## src/rtl/pixel_scheduler_if.sv

```systemverilog
// Engine job/result bus and output pixel stream of the frame scheduler.
// The master side is the scheduler; the slave side is the engines plus
// the downstream colour-map/packer stage.
interface pixel_scheduler_if #(
    parameter int NUM_ENGINES = 4,
    parameter int ITER_W      = 8,
    parameter int X_W         = 10,
    parameter int Y_W         = 9
);
    logic [NUM_ENGINES-1:0]        eng_start;
    logic [X_W-1:0]                eng_x;
    logic [Y_W-1:0]                eng_y;
    logic [NUM_ENGINES-1:0]        eng_done;
    logic [NUM_ENGINES*ITER_W-1:0] eng_iter;

    logic                          pix_valid;
    logic                          pix_ready;
    logic [ITER_W-1:0]             pix_iter;
    logic                          pix_sof;
    logic                          pix_eol;

    modport master (
        output eng_start, eng_x, eng_y,
        input  eng_done, eng_iter,
        output pix_valid, pix_iter, pix_sof, pix_eol,
        input  pix_ready
    );

    modport slave (
        input  eng_start, eng_x, eng_y,
        output eng_done, eng_iter,
        input  pix_valid, pix_iter, pix_sof, pix_eol,
        output pix_ready
    );
endinterface

```

## src/rtl/pixel_scheduler.sv

```systemverilog
// Frame scheduler: scans the frame in raster order, hands pixels round-robin
// to the iteration engines and re-serialises their results in raster order.
// Each engine owns one slot; dispatch and retire pointers walk the same
// round-robin sequence, so output order never depends on engine latency.
module pixel_scheduler #(
    parameter int NUM_ENGINES = 4,
    parameter int ITER_W      = 8,
    parameter int X_SIZE      = 640,
    parameter int Y_SIZE      = 480,
    parameter int X_W         = 10,
    parameter int Y_W         = 9
) (
    input  logic               aclk,
    input  logic               aresetn,
    input  logic               start,
    output logic               busy,
    output logic               frame_done,
    pixel_scheduler_if.master  bus
);

    localparam int PTR_W = (NUM_ENGINES > 1) ? $clog2(NUM_ENGINES) : 1;
    localparam int TOTAL = X_SIZE * Y_SIZE;
    localparam int CNT_W = $clog2(TOTAL + 1);

    typedef enum logic [1:0] {ST_IDLE, ST_RUN, ST_DRAIN} state_t;
    typedef enum logic [1:0] {SLOT_FREE, SLOT_BUSY, SLOT_DONE} slot_t;

    state_t            state;
    state_t            state_nxt;
    slot_t             slot_state [NUM_ENGINES];
    logic [ITER_W-1:0] slot_iter  [NUM_ENGINES];
    logic              slot_sof   [NUM_ENGINES];
    logic              slot_eol   [NUM_ENGINES];

    logic [PTR_W-1:0]  dp;
    logic [PTR_W-1:0]  rp;
    logic [X_W-1:0]    scan_x;
    logic [Y_W-1:0]    scan_y;
    logic [CNT_W-1:0]  retire_cnt;

    logic              scan_x_last;
    logic              scan_last;
    logic              dispatch_fire;
    logic              retire_fire;
    logic              retire_last;

    function automatic logic [PTR_W-1:0] next_ptr(input logic [PTR_W-1:0] p);
        return (p == PTR_W'(NUM_ENGINES - 1)) ? '0 : p + 1'b1;
    endfunction

    assign scan_x_last   = (scan_x == X_W'(X_SIZE - 1));
    assign scan_last     = scan_x_last && (scan_y == Y_W'(Y_SIZE - 1));
    assign dispatch_fire = (state == ST_RUN) && (slot_state[dp] == SLOT_FREE);

    // Output side is derived purely from slot registers, never from pix_ready.
    assign bus.pix_valid = (slot_state[rp] == SLOT_DONE);
    assign bus.pix_iter  = bus.pix_valid ? slot_iter[rp] : '0;
    assign bus.pix_sof   = bus.pix_valid && slot_sof[rp];
    assign bus.pix_eol   = bus.pix_valid && slot_eol[rp];
    assign retire_fire   = bus.pix_valid && bus.pix_ready;
    assign retire_last   = retire_fire && (state == ST_DRAIN) &&
                           (retire_cnt == CNT_W'(TOTAL - 1));
    assign busy          = (state != ST_IDLE);

    // Controller state register.
    always_ff @(posedge aclk) begin
        if (!aresetn) state <= ST_IDLE;
        else          state <= state_nxt;
    end

    // Controller next state: start only matters in IDLE, the last dispatch ends RUN,
    // and the last retire handshake ends DRAIN.
    always_comb begin
        state_nxt = state;
        case (state)
            ST_IDLE:  if (start)                     state_nxt = ST_RUN;
            ST_RUN:   if (dispatch_fire && scan_last) state_nxt = ST_DRAIN;
            ST_DRAIN: if (retire_last)               state_nxt = ST_IDLE;
            default:                                 state_nxt = ST_IDLE;
        endcase
    end

    // Dispatch, completion capture, retire and frame accounting; a slot can only
    // see one of dispatch/completion/retire per cycle because each needs a
    // different slot state.
    always_ff @(posedge aclk) begin
        if (!aresetn) begin
            bus.eng_start <= '0;
            bus.eng_x     <= '0;
            bus.eng_y     <= '0;
            frame_done    <= 1'b0;
            dp            <= '0;
            rp            <= '0;
            scan_x        <= '0;
            scan_y        <= '0;
            retire_cnt    <= '0;
            for (int i = 0; i < NUM_ENGINES; i++) begin
                slot_state[i] <= SLOT_FREE;
                slot_iter[i]  <= '0;
                slot_sof[i]   <= 1'b0;
                slot_eol[i]   <= 1'b0;
            end
        end else begin
            bus.eng_start <= '0;
            frame_done    <= retire_last;

            if (dispatch_fire) begin
                bus.eng_start <= NUM_ENGINES'(1) << dp;
                bus.eng_x     <= scan_x;
                bus.eng_y     <= scan_y;
                dp            <= next_ptr(dp);
                if (scan_x_last) begin
                    scan_x <= '0;
                    scan_y <= scan_last ? '0 : scan_y + 1'b1;
                end else begin
                    scan_x <= scan_x + 1'b1;
                end
            end

            if (retire_fire) begin
                rp         <= next_ptr(rp);
                retire_cnt <= retire_last ? '0 : retire_cnt + 1'b1;
            end

            for (int i = 0; i < NUM_ENGINES; i++) begin
                if (dispatch_fire && dp == PTR_W'(i)) begin
                    slot_state[i] <= SLOT_BUSY;
                    slot_sof[i]   <= (scan_x == '0) && (scan_y == '0);
                    slot_eol[i]   <= scan_x_last;
                end else if (bus.eng_done[i] && slot_state[i] == SLOT_BUSY) begin
                    slot_state[i] <= SLOT_DONE;
                    slot_iter[i]  <= bus.eng_iter[i*ITER_W +: ITER_W];
                end else if (retire_fire && rp == PTR_W'(i)) begin
                    slot_state[i] <= SLOT_FREE;
                end
            end
        end
    end

endmodule

```

## src/flat_wrapper.sv

```systemverilog
// flat-port wrapper written by rule: the top's interface ports become plain ports
module pixel_scheduler_flat 
#(
    parameter int NUM_ENGINES = 4,
    parameter int ITER_W      = 8,
    parameter int X_SIZE      = 640,
    parameter int Y_SIZE      = 480,
    parameter int X_W         = 10,
    parameter int Y_W         = 9
)
  (aclk, aresetn, start, busy, frame_done, bus_eng_start, bus_eng_x, bus_eng_y, bus_eng_done, bus_eng_iter, bus_pix_valid, bus_pix_iter, bus_pix_sof, bus_pix_eol, bus_pix_ready);
  pixel_scheduler_if #(.NUM_ENGINES(NUM_ENGINES), .ITER_W(ITER_W), .X_W(X_W), .Y_W(Y_W)) bus_i ();
  input  logic aclk;
  input  logic aresetn;
  input  logic start;
  output logic busy;
  output logic frame_done;
  output wire logic [$bits(bus_i.eng_start)-1:0] bus_eng_start;
  output wire logic [$bits(bus_i.eng_x)-1:0] bus_eng_x;
  output wire logic [$bits(bus_i.eng_y)-1:0] bus_eng_y;
  input wire logic [$bits(bus_i.eng_done)-1:0] bus_eng_done;
  input wire logic [$bits(bus_i.eng_iter)-1:0] bus_eng_iter;
  output wire logic [$bits(bus_i.pix_valid)-1:0] bus_pix_valid;
  output wire logic [$bits(bus_i.pix_iter)-1:0] bus_pix_iter;
  output wire logic [$bits(bus_i.pix_sof)-1:0] bus_pix_sof;
  output wire logic [$bits(bus_i.pix_eol)-1:0] bus_pix_eol;
  input wire logic [$bits(bus_i.pix_ready)-1:0] bus_pix_ready;
  assign bus_eng_start = bus_i.eng_start;
  assign bus_eng_x = bus_i.eng_x;
  assign bus_eng_y = bus_i.eng_y;
  assign bus_i.eng_done = bus_eng_done;
  assign bus_i.eng_iter = bus_eng_iter;
  assign bus_pix_valid = bus_i.pix_valid;
  assign bus_pix_iter = bus_i.pix_iter;
  assign bus_pix_sof = bus_i.pix_sof;
  assign bus_pix_eol = bus_i.pix_eol;
  assign bus_i.pix_ready = bus_pix_ready;
  pixel_scheduler #(.NUM_ENGINES(NUM_ENGINES), .ITER_W(ITER_W), .X_SIZE(X_SIZE), .Y_SIZE(Y_SIZE), .X_W(X_W), .Y_W(Y_W)) u_core (.aclk(aclk), .aresetn(aresetn), .start(start), .busy(busy), .frame_done(frame_done), .bus(bus_i));
endmodule
```

## config.mk

```make
export PLATFORM = sky130hd
export DESIGN_NAME = pixel_scheduler_flat
export DESIGN_NICKNAME = d
export VERILOG_FILES = /design/src/rtl/pixel_scheduler_if.sv /design/src/rtl/pixel_scheduler.sv /design/src/flat_wrapper.sv
export SDC_FILE = /design/constraint.sdc
export NUM_CORES = 1
export LEC_CHECK = 0
export ABC_AREA = 0
export CORE_ASPECT_RATIO = 1.2
export CORE_MARGIN = 5
export CORE_UTILIZATION = 40
export CTS_CLUSTER_DIAMETER = 60
export DETAILED_ROUTE_END_ITERATION = 8
export GPL_TIMING_DRIVEN = 0
export PLACE_DENSITY = 0.69
export SLEW_MARGIN = 30
export SYNTH_ARGS = -nofsm -noshare
export SYNTH_HDL_FRONTEND = slang
export SYNTH_SLANG_ARGS = --single-unit
```

## constraint.sdc

```tcl
create_clock -name aclk -period 3 [get_ports aclk]
set_input_delay 0.6 -clock aclk [delete_from_list [all_inputs] [get_ports aclk]]
set_output_delay 0.6 -clock aclk [all_outputs]
set_load 0.1 [all_outputs]
```

# After elaboration in Yosys (flattened, before gate mapping)

Memory sizes are Yosys's and may differ from the RTL's. A register that Yosys moved wholly into a read port is not among the register bits.
Index checks and enable logic that the tools add are counted.

Bits in registers: 68
Memory bits (writable): 48
Input bits: 40
Output and inout port bits: 36
Word-level logic and storage cells: 187
Memories: 4

$add $sub $neg: 5
Equal/unequal tests: 19
Shifts and indexed selects: 1
Mux-type cells: 93
Bitwise gates (word level): 24
Reduce and logical (&&, ||, !) cells: 31

Memory list:

| name              | depth | bits a word | rd ports | clocked after Yosys merged registers in | write ports | RTL line              | text |
|---|---|---|---|---|---|---|---|
| u_core.slot_iter  | 4     | 8           | 1        | 1                                       | 4           | pixel_scheduler.sv:31 | `logic [ITER_W-1:0] slot_iter [NUM_ENGINES];` |
| u_core.slot_state | 4     | 2           | 6        | 2                                       | 4           | pixel_scheduler.sv:30 | `slot_t slot_state [NUM_ENGINES];` |
| u_core.slot_eol   | 4     | 1           | 1        | 1                                       | 4           | pixel_scheduler.sv:33 | `logic slot_eol [NUM_ENGINES];` |
| u_core.slot_sof   | 4     | 1           | 1        | 1                                       | 4           | pixel_scheduler.sv:32 | `logic slot_sof [NUM_ENGINES];` |

Operators by type and width:

| kind                                                                  | count |
|---|---|
| 1-bit 2-to-1 mux                                                      | 57 |
| 2-bit 2-to-1 mux                                                      | 27 |
| 8-bit 2-to-1 mux                                                      | 5 |
| 1-bit OR                                                              | 24 |
| 1-bit logical AND                                                     | 21 |
| 19-bit by 1-bit adder with 19-bit output, second input constant       | 1 |
| 19-bit equality test, second input constant                           | 1 |
| 19-bit 2-to-1 mux                                                     | 1 |
| 2-bit by 1-bit equality test with 1-bit output, second input constant | 7 |
| 2-bit equality test, second input constant                            | 6 |
| 10-bit by 1-bit adder with 10-bit output, second input constant       | 1 |
| 10-bit equality test, second input constant                           | 1 |
| 10-bit zero test                                                      | 1 |
| 10-bit 2-to-1 mux                                                     | 1 |
| 9-bit by 1-bit adder with 9-bit output, second input constant         | 1 |
| 9-bit equality test, second input constant                            | 1 |
| 9-bit zero test                                                       | 1 |
| 9-bit 2-to-1 mux                                                      | 1 |
| 2-bit zero test                                                       | 4 |
| 2-bit case mux with 3 select lines                                    | 1 |
| 2-bit by 1-bit adder with 2-bit output, second input constant         | 2 |
| 2-bit != test, second input constant                                  | 2 |
| 2-bit AND reduction                                                   | 2 |
| 1-bit by 2-bit << shifter with 4-bit output, first input constant     | 1 |
| 3 further kinds                                                       | 3 |

# Longest topological paths before layout

Gate-level depths: netlist of the first run.

Depth after elaboration: 9
Gate-level depth with buffers: 8

# Least setup slack after synthesis of the first run

No wires, ideal clock.

Kind: reg2out
Start: mem u_core.slot_state[3][0] (netlist bit)
End: out bus_pix_iter[0]
Data arrival time: 3.127 ns
Setup slack: -0.727 ns
Stages on the path, launching flop included: 7
Buffers on the path: 2
Cells stage by stage: edfxtp_1 nand2b_1 mux4_2 buf_6 inv_1 clkbuf_1 and2_1

RTL lines:

| item               | RTL line              | text |
|---|---|---|
| start: declaration | pixel_scheduler.sv:30 |  |
| end: declaration   | flat_wrapper.sv:24    | `output wire logic [$bits(bus_i.pix_iter)-1:0] bus_pix_iter;` |

==> metrics.md, run 1 <==
| Metric | Value |
|---|---|
| Status | `complete, no violations` |
| Crit path cell chain | `nand2b_1, mux4_2, buf_8, clkinvlp_4, and2_1, buf_4` |
| TritonCTS clock tree | `done` |
| Port buffer count | `75` |
| Max-Cap Viols | `0` |
| Synth unique cells | `46` |
| First-pass GRT wire length | `22540 um` |
| Max-slew violations | `0` |
| Critical path type | `reg2out` |
| Fillcell total | `1222` |
| Share of flip-flops with an asynchronous set or reset | `0` |
| CP arrival | `2290 ps` |
| Fin cells | `832` |
| Final Hold Viols | `0` |
| Post-Route WL | `14010 um` |
| CP Capture Type | `output port` |
| Pwr/cell area | `622.0 nW/um^2` |
| Layout cells sized above 1 | `0.1286` |
| CP required | `2400 ps` |
| Vias in the first global route | `4529` |
| Clk_lat worst skew | `420 ps` |
| Die height | `138.3 um` |
| Total track usage | `0.1779` |
| Worst path max stage delay | `520 ps` |
| Diodes inserted | `0` |
| Initial antenna violation count | `0` |
| Worst Clk Skew | `11.06 ps` |
| Placed Cells | `797` |
| Main flop type after synthesis | `dfxtp_1` |
| Commonest non-fill, non-tap cell in the layout | `dfxtp_1` |
| Setup TNS | `0 ps` |
| Gpl congestion | `0.8505` |
| Initial Util | `0.4024` |
| Final Cycle Share | `0.9644` |
| CTS Buffer Depth | `2` |
| First-pass DRT Iterations | `4` |
| Leak | `2.573 nW` |
| Critical path's slowest cell | `mux4_2` |
| Violation count after the first detailed-route iteration | `206` |
| Worst path bufs/invs | `3` |
| Top Ports | `76` |
| FF+latch count, synth | `120` |
| Flip-flop and latch area | `2823 sq um` |
| Top cells by area, synth | `dfxtp_1, edfxtp_1, and2_1, nand2_1, mux4_2` |
| Largest net degree at the start of global routing | `17` |
| Fmax | `345.6 MHz` |
| Total grt overflow | `0` |
| Final ANT Viol Nets | `0` |
| VDD IR max | `0.3725 mV` |
| Post-Syn Instances | `551` |
| Row cnt | `47` |
| Area of the multi-input gates | `2515 sq um` |
| Fin nets | `701` |
| EDFF count, synth | `42` |
| Endpoints failing setup | `0` |
| Via density | `5.310` |
| Cell family with most CP delay | `buffers and inverters` |
| DRC viols | `0` |
| H-tree Lvls | `4` |
| HP Class | `reg2reg` |
| Vias | `4418` |
| Sequential-to-total area share from yosys stat | `0.5141` |
| Area leader, netlist | `dfxtp_1` |
| Critical Path Start Type | `register` |
| Least-Margin Pin Slew | `980.3 ps` |
| Commonest non-fill, non-tap cells in the layout | `dfxtp_1, nand2_1, clkdlybuf4s50_1` |
| Relative slew margins | `0.3444` |
| CTS sink cnt | `120` |
| Die Area | `16180 sq um` |
| Layout area overhead | `31.63%` |
| Post-DP HPWL | `9999 um` |
| Yosys warning count | `0` |
| Syn avg cell area | `9.964 sq um` |
| Core area | `13640 sq um` |
| Syn_nets | `604` |
| Clk pin slew, worst setup/hold paths | `50 ps` |
| Fin util | `0.5297` |
| Synth Cell Area | `5490 sq um` |
| Max Fanout on Critical Path | `10` |
| Die width | `117.0 um` |
| Num CTS Buffers | `17` |
| Top cell type's share of synthesized area | `0.2844` |
| CTS root buf | `clkbuf_16` |
| RSZ-0062 raised after global routing | `false` |
| Post-route minimum period | `2893 ps` |
| Wire length per cell | `16.84 um` |
-- report_power, final --
part	switching [mW]	internal (mW)	total, mW
Clock	0.688	1.44	2.13
Sequential	0.0379	1.75	1.78
Combinational	0.360	0.222	0.583
Total	1.09	3.41	4.50
-- what timing repair did --
action / CTS / global route
hold endpoints to repair: 0 / 0
hold buffers: 0 / 0
gates resized for setup: 94 / 5
buffers inserted: 0 / 3
setup endpoints to repair: 11 / 9
-- worst register-to-register path: stages, from the launching register on --
cell,delay (ps)
edfxtp_1,400
nor2_1,60
mux4_2,600
and3_1,290
o21ai_1,610
-- cell type report --
class,instances,area share
sequential,120,0.3906
multi-input combinational,390,0.3480
timing repair buffer,78,0.1174
clock buffer,25,0.07150
tap,171,0.02961
buffer,28,0.02008
clock inverter,7,0.01558
inverter,13,0.007271
-- through the flow --
step / instance area (sq um) / power [mW] / setup WS, ps / hold WS (ps)
after detailed placement: 6467 / 2.348 / -606.6 / 448.7
after global routing: 7227 / 4.647 / 13.81 / 473.0
final: 7227 / 4.495 / 106.8 / 459.5
after CTS: 7182 / 4.512 / 25.91 / 462.9
after floorplan: 5503 / 2.161 / 20.26 / 428.7
after global placement: 6467 / 2.335 / -608.5 / 435.5
-- state kept, by name (all words and copies together), names as in the netlist, 4 cells and up, named ones only --
name                  cells
u_core.slot_iter         32
u_core.scan_y             9
u_core.slot_eol           4
u_core.bus.eng_start      4
u_core.slot_sof           4
u_core.bus.eng_x         10
u_core.retire_cnt        19
u_core.scan_x            10
u_core.slot_state         8
u_core.bus.eng_y          9
-- path summary, 6_finish.rpt --
kind	from	depth (start not counted)	slack, ps	to
setup / recovery	u_core.slot_state[0][0]$_SDFFCE_PP0P_	6	110	bus_pix_eol
hold / removal	u_core.bus.eng_x[9]$_SDFFE_PN0P_	2	460	u_core.bus.eng_x[9]$_SDFFE_PN0P_
setup reg to reg	u_core.slot_state[1][1]$_SDFFCE_PP0P_	4	660	u_core.slot_iter[1][5]$_SDFFCE_PP0P_
hold reg to reg	u_core.bus.eng_x[9]$_SDFFE_PN0P_	2	460	u_core.bus.eng_x[9]$_SDFFE_PN0P_
-- cell usage after synthesis (2+ instances only) --
master	n
a21oi_1	41
nor3_1	11
buf_2	2
nor2_1	37
xor2_1	7
clkbuf_1	22
or4_1	2
or2_2	2
o211a_1	2
mux2i_1	4
nand2b_1	4
ha_1	13
nor3_2	4
nor3b_1	2
nand4_1	16
buf_6	2
nand2_1	73
or3_1	8
o21ai_0	14
nor2_2	3
nor4_1	7
and4_1	5
xnor2_1	15
and2_1	51
nand3_1	24
buf_1	2
nand3b_1	4
inv_1	13
edfxtp_1	42
and3_1	12
dfxtp_1	78
nor4b_1	4
mux4_2	12
-- cell families (layout without fill, tap and decap cells) --
family / Yosys count / count (layout) / share of synthesized area
AND/OR/NAND/NOR: 277 / 277 / 0.2721
flip-flops: 120 / 120 / 0.5141
AO/OA/AOI/OAI: 62 / 62 / 0.06130
buffers and inverters: 41 / 151 / 0.03122
XOR/XNOR: 22 / 22 / 0.03510
multiplexers: 16 / 16 / 0.05652
adder cells (fa/ha/maj): 13 / 13 / 0.02963
-- per-layer routing --
layer | GRT usage | vias to the layer above | routed length (um)
met1 | 0.2116 | 2128 | 5887
met2 | 0.3012 | 126 | 7123
met3 | 0.04458 | 21 | 703
li1 | - | 2143 | -
met5 | 0 | - | 0
met4 | 0.07488 | 0 | 297
(Power assumes the default switching activity.)
==> run 2, diff against run 1 <==
- ABC_AREA: 0 -> 1
==> metrics.md, run 2 <==
| Metric | Value |
|---|---|
| Max Fanout on Critical Path | `10` |
| Layout cells sized above 1 | `0.09030` |
| Uppermost routed layer | `met4` |
| Final Cycle Share | `0.9537` |
| Largest net degree at the start of global routing | `17` |
| Fmax | `349.5 MHz` |
| Fin util | `0.5138` |
| Critical path type | `reg2out` |
| Max-Cap Viols | `0` |
| Cell family with most CP delay | `buffers and inverters` |
| CP required | `2400 ps` |
| H-tree Lvls | `4` |
| Largest reg by FF count | `u_core.slot_iter` |
| Max-slew violations | `0` |
| Core area | `14410 sq um` |
| # Post-CTS Setup Buffers | `0` |
| CTS Hold Bufs | `0` |
| Commonest non-fill, non-tap cells in the layout | `nor2_1, nand2_1, inv_1` |
| Max FFs per register | `32` |
| Vias | `5271` |
| Port buffer count | `75` |
| Yosys warning count | `0` |
| CTS sink cnt | `120` |
| FF+latch count, synth | `120` |
| VDD IR max | `0.4141 mV` |
| Gpl congestion | `0.9403` |
| Post-Syn Instances | `790` |
| First-pass GRT wire length | `24560 um` |
| DRC viols | `0` |
| Syn_nets | `843` |
| Via density | `4.917` |
| Synth Cell Area | `5887 sq um` |
| Share of flip-flops with an asynchronous set or reset | `0` |
| Die width | `120.7 um` |
| RSZ-0062 raised after global routing | `false` |
| Post-route cell area | `7406 sq um` |
| Worst Slack Setup Final | `138.8 ps` |
| CTS Buffer Depth | `2` |
| Commonest non-fill, non-tap cell in the layout | `nor2_1` |
| Post-Route WL | `15310 um` |
| Largest regs | `u_core.slot_iter (32), u_core.retire_cnt (19)` |
| Num CTS Buffers | `17` |
| Top cells by count, synth | `nor2_1, nand2_1, inv_1` |
| Fin cells | `1072` |
| Final Hold Viols | `0` |
| Syn avg cell area | `7.452 sq um` |
| Least-Margin Pin Slew | `986.7 ps` |
| CTS root buf | `clkbuf_16` |
| Critical path's slowest cell | `buf_2` |
| Top Ports | `76` |
| Diodes inserted | `0` |
| Die height | `142.9 um` |
| Clk pin slew, worst setup/hold paths | `60 ps` |
| Worst path max stage delay | `450 ps` |
| Synth unique cells | `35` |
| Post-route minimum period | `2861 ps` |
| Total track usage | `0.1808` |
| Total grt overflow | `0` |
| Status | `complete, no violations` |
| Leak | `3.032 nW` |
| Initial antenna violation count | `0` |
| First-pass DRT Iterations | `5` |
| DR WL met2 | `7769 um` |
| TritonCTS clock tree | `done` |
| Critical Path Start Type | `register` |
| Vias in the first global route | `5169` |
| Endpoints failing setup | `0` |
| Sequential-to-total area share from yosys stat | `0.4795` |
| Count leader, synth | `nor2_1` |
| EDFF count, synth | `42` |
| CP Capture Type | `output port` |
| Initial Util | `0.4084` |
| Crit path cell chain | `buf_2, clkbuf_1, nor2_1, nor2_1, o21ai_0, a21oi_1, buf_2` |
| Top cell type's share of synthesized area | `0.2652` |
| Pwr/cell area | `677.1 nW/um^2` |
| Layout area overhead | `25.80%` |
| Row cnt | `48` |
| Worst path bufs/invs | `3` |
| Die Area | `17250 sq um` |
| Violation count after the first detailed-route iteration | `282` |
| Place WS | `-162.4 ps` |
| HP Class | `reg2reg` |
| Met3 WL | `741 um` |
| CP arrival | `2260 ps` |
| Fin nets | `937` |
| Placed Cells | `1040` |
| Area after DPL | `6860 sq um` |
| Metal1 wirelength | `6476 um` |
| Post-DP HPWL | `11080 um` |
| Area leader, netlist | `dfxtp_1` |
| Relative slew margins | `0.3401` |
| Worst Clk Skew | `9.974 ps` |
| Top cells by area, synth | `dfxtp_1, edfxtp_1, nor2_1, nand2_1, inv_1` |
| Main flop type after synthesis | `dfxtp_1` |
| Wire length per cell | `14.28 um` |
| Final ANT Viol Nets | `0` |
| Clk_lat worst skew | `420 ps` |
-- run 2: worst min-delay path, stage by stage, from the launching register on --
cell and delay [ps]:
dfxtp_1 320, nand2_1 50, o21ai_0 60
-- run 2: logic make-up after synthesis --
group / Yosys count / share of synthesized area
AND/OR/NAND/NOR: 401 / 0.2927
buffers and inverters: 140 / 0.09543
flip-flops: 120 / 0.4795
AO/OA/AOI/OAI: 110 / 0.09586
adder cells (fa/ha/maj): 13 / 0.02763
XOR/XNOR: 6 / 0.008927
-- run 2: layout make-up --
class                   instances  area, sq um
clock inverters                12        112.6
multi-input cells             530         2506
repair buffers                 75        704.4
clock buffers                  20        479.2
plain buffers                  28        141.4
well taps                     175        219.0
fillers                      1435         7008
inverters                     112        420.4
flip-flops and latches        120         2823
-- run 2: final timing paths --
path / start / to / slack (ps) / depth (start not counted)
hold / removal: u_core.slot_sof[1]$_DFF_P_ / u_core.slot_sof[1]$_DFF_P_ / 460 / 2
hold reg to reg: u_core.slot_sof[1]$_DFF_P_ / u_core.slot_sof[1]$_DFF_P_ / 460 / 2
setup / recovery: register / bus_pix_iter[1] / 140 / 7
setup reg to reg: register / u_core.slot_iter[3][7]$_SDFFCE_PN0P_ / 1090 / 6
-- run 2: timing repair --
action | in CTS | in global routing
resized for setup | 37 | 16
endpoints found under the setup margin | 11 | 10
pin swaps | 0 | 0
cloned | 0 | 0
-- run 2: stage by stage --
| stage | setup TNS (ps) | total power, mW | hold slack [ps] |
|---|---|---|---|
| floorplan | -234.9 | 2.716 | 423.0 |
| global placement | -767.1 | 3.043 | 432.8 |
| detailed placement | -1047 | 3.055 | 447.5 |
| CTS | 0 | 5.064 | 461.0 |
| global route | 0 | 5.202 | 490.9 |
| finish | 0 | 5.014 | 459.8 |
-- run 2: per-layer routing --
| layer | up-vias | track usage |
|---|---|---|
| met3 | 26 | 0.04200 |
| met4 | 0 | 0.06683 |
| li1 | 2727 | - |
| met5 | - | 0 |
| met2 | 135 | 0.3241 |
| met1 | 2383 | 0.2102 |
-- run 2: power by group --
part	internal, mW	total [mW]	switching (mW)	leakage, nW
registers	1.79	1.85	0.0611	1.07
clock network	1.24	2.02	0.773	0.288
logic	0.273	1.15	0.873	1.67
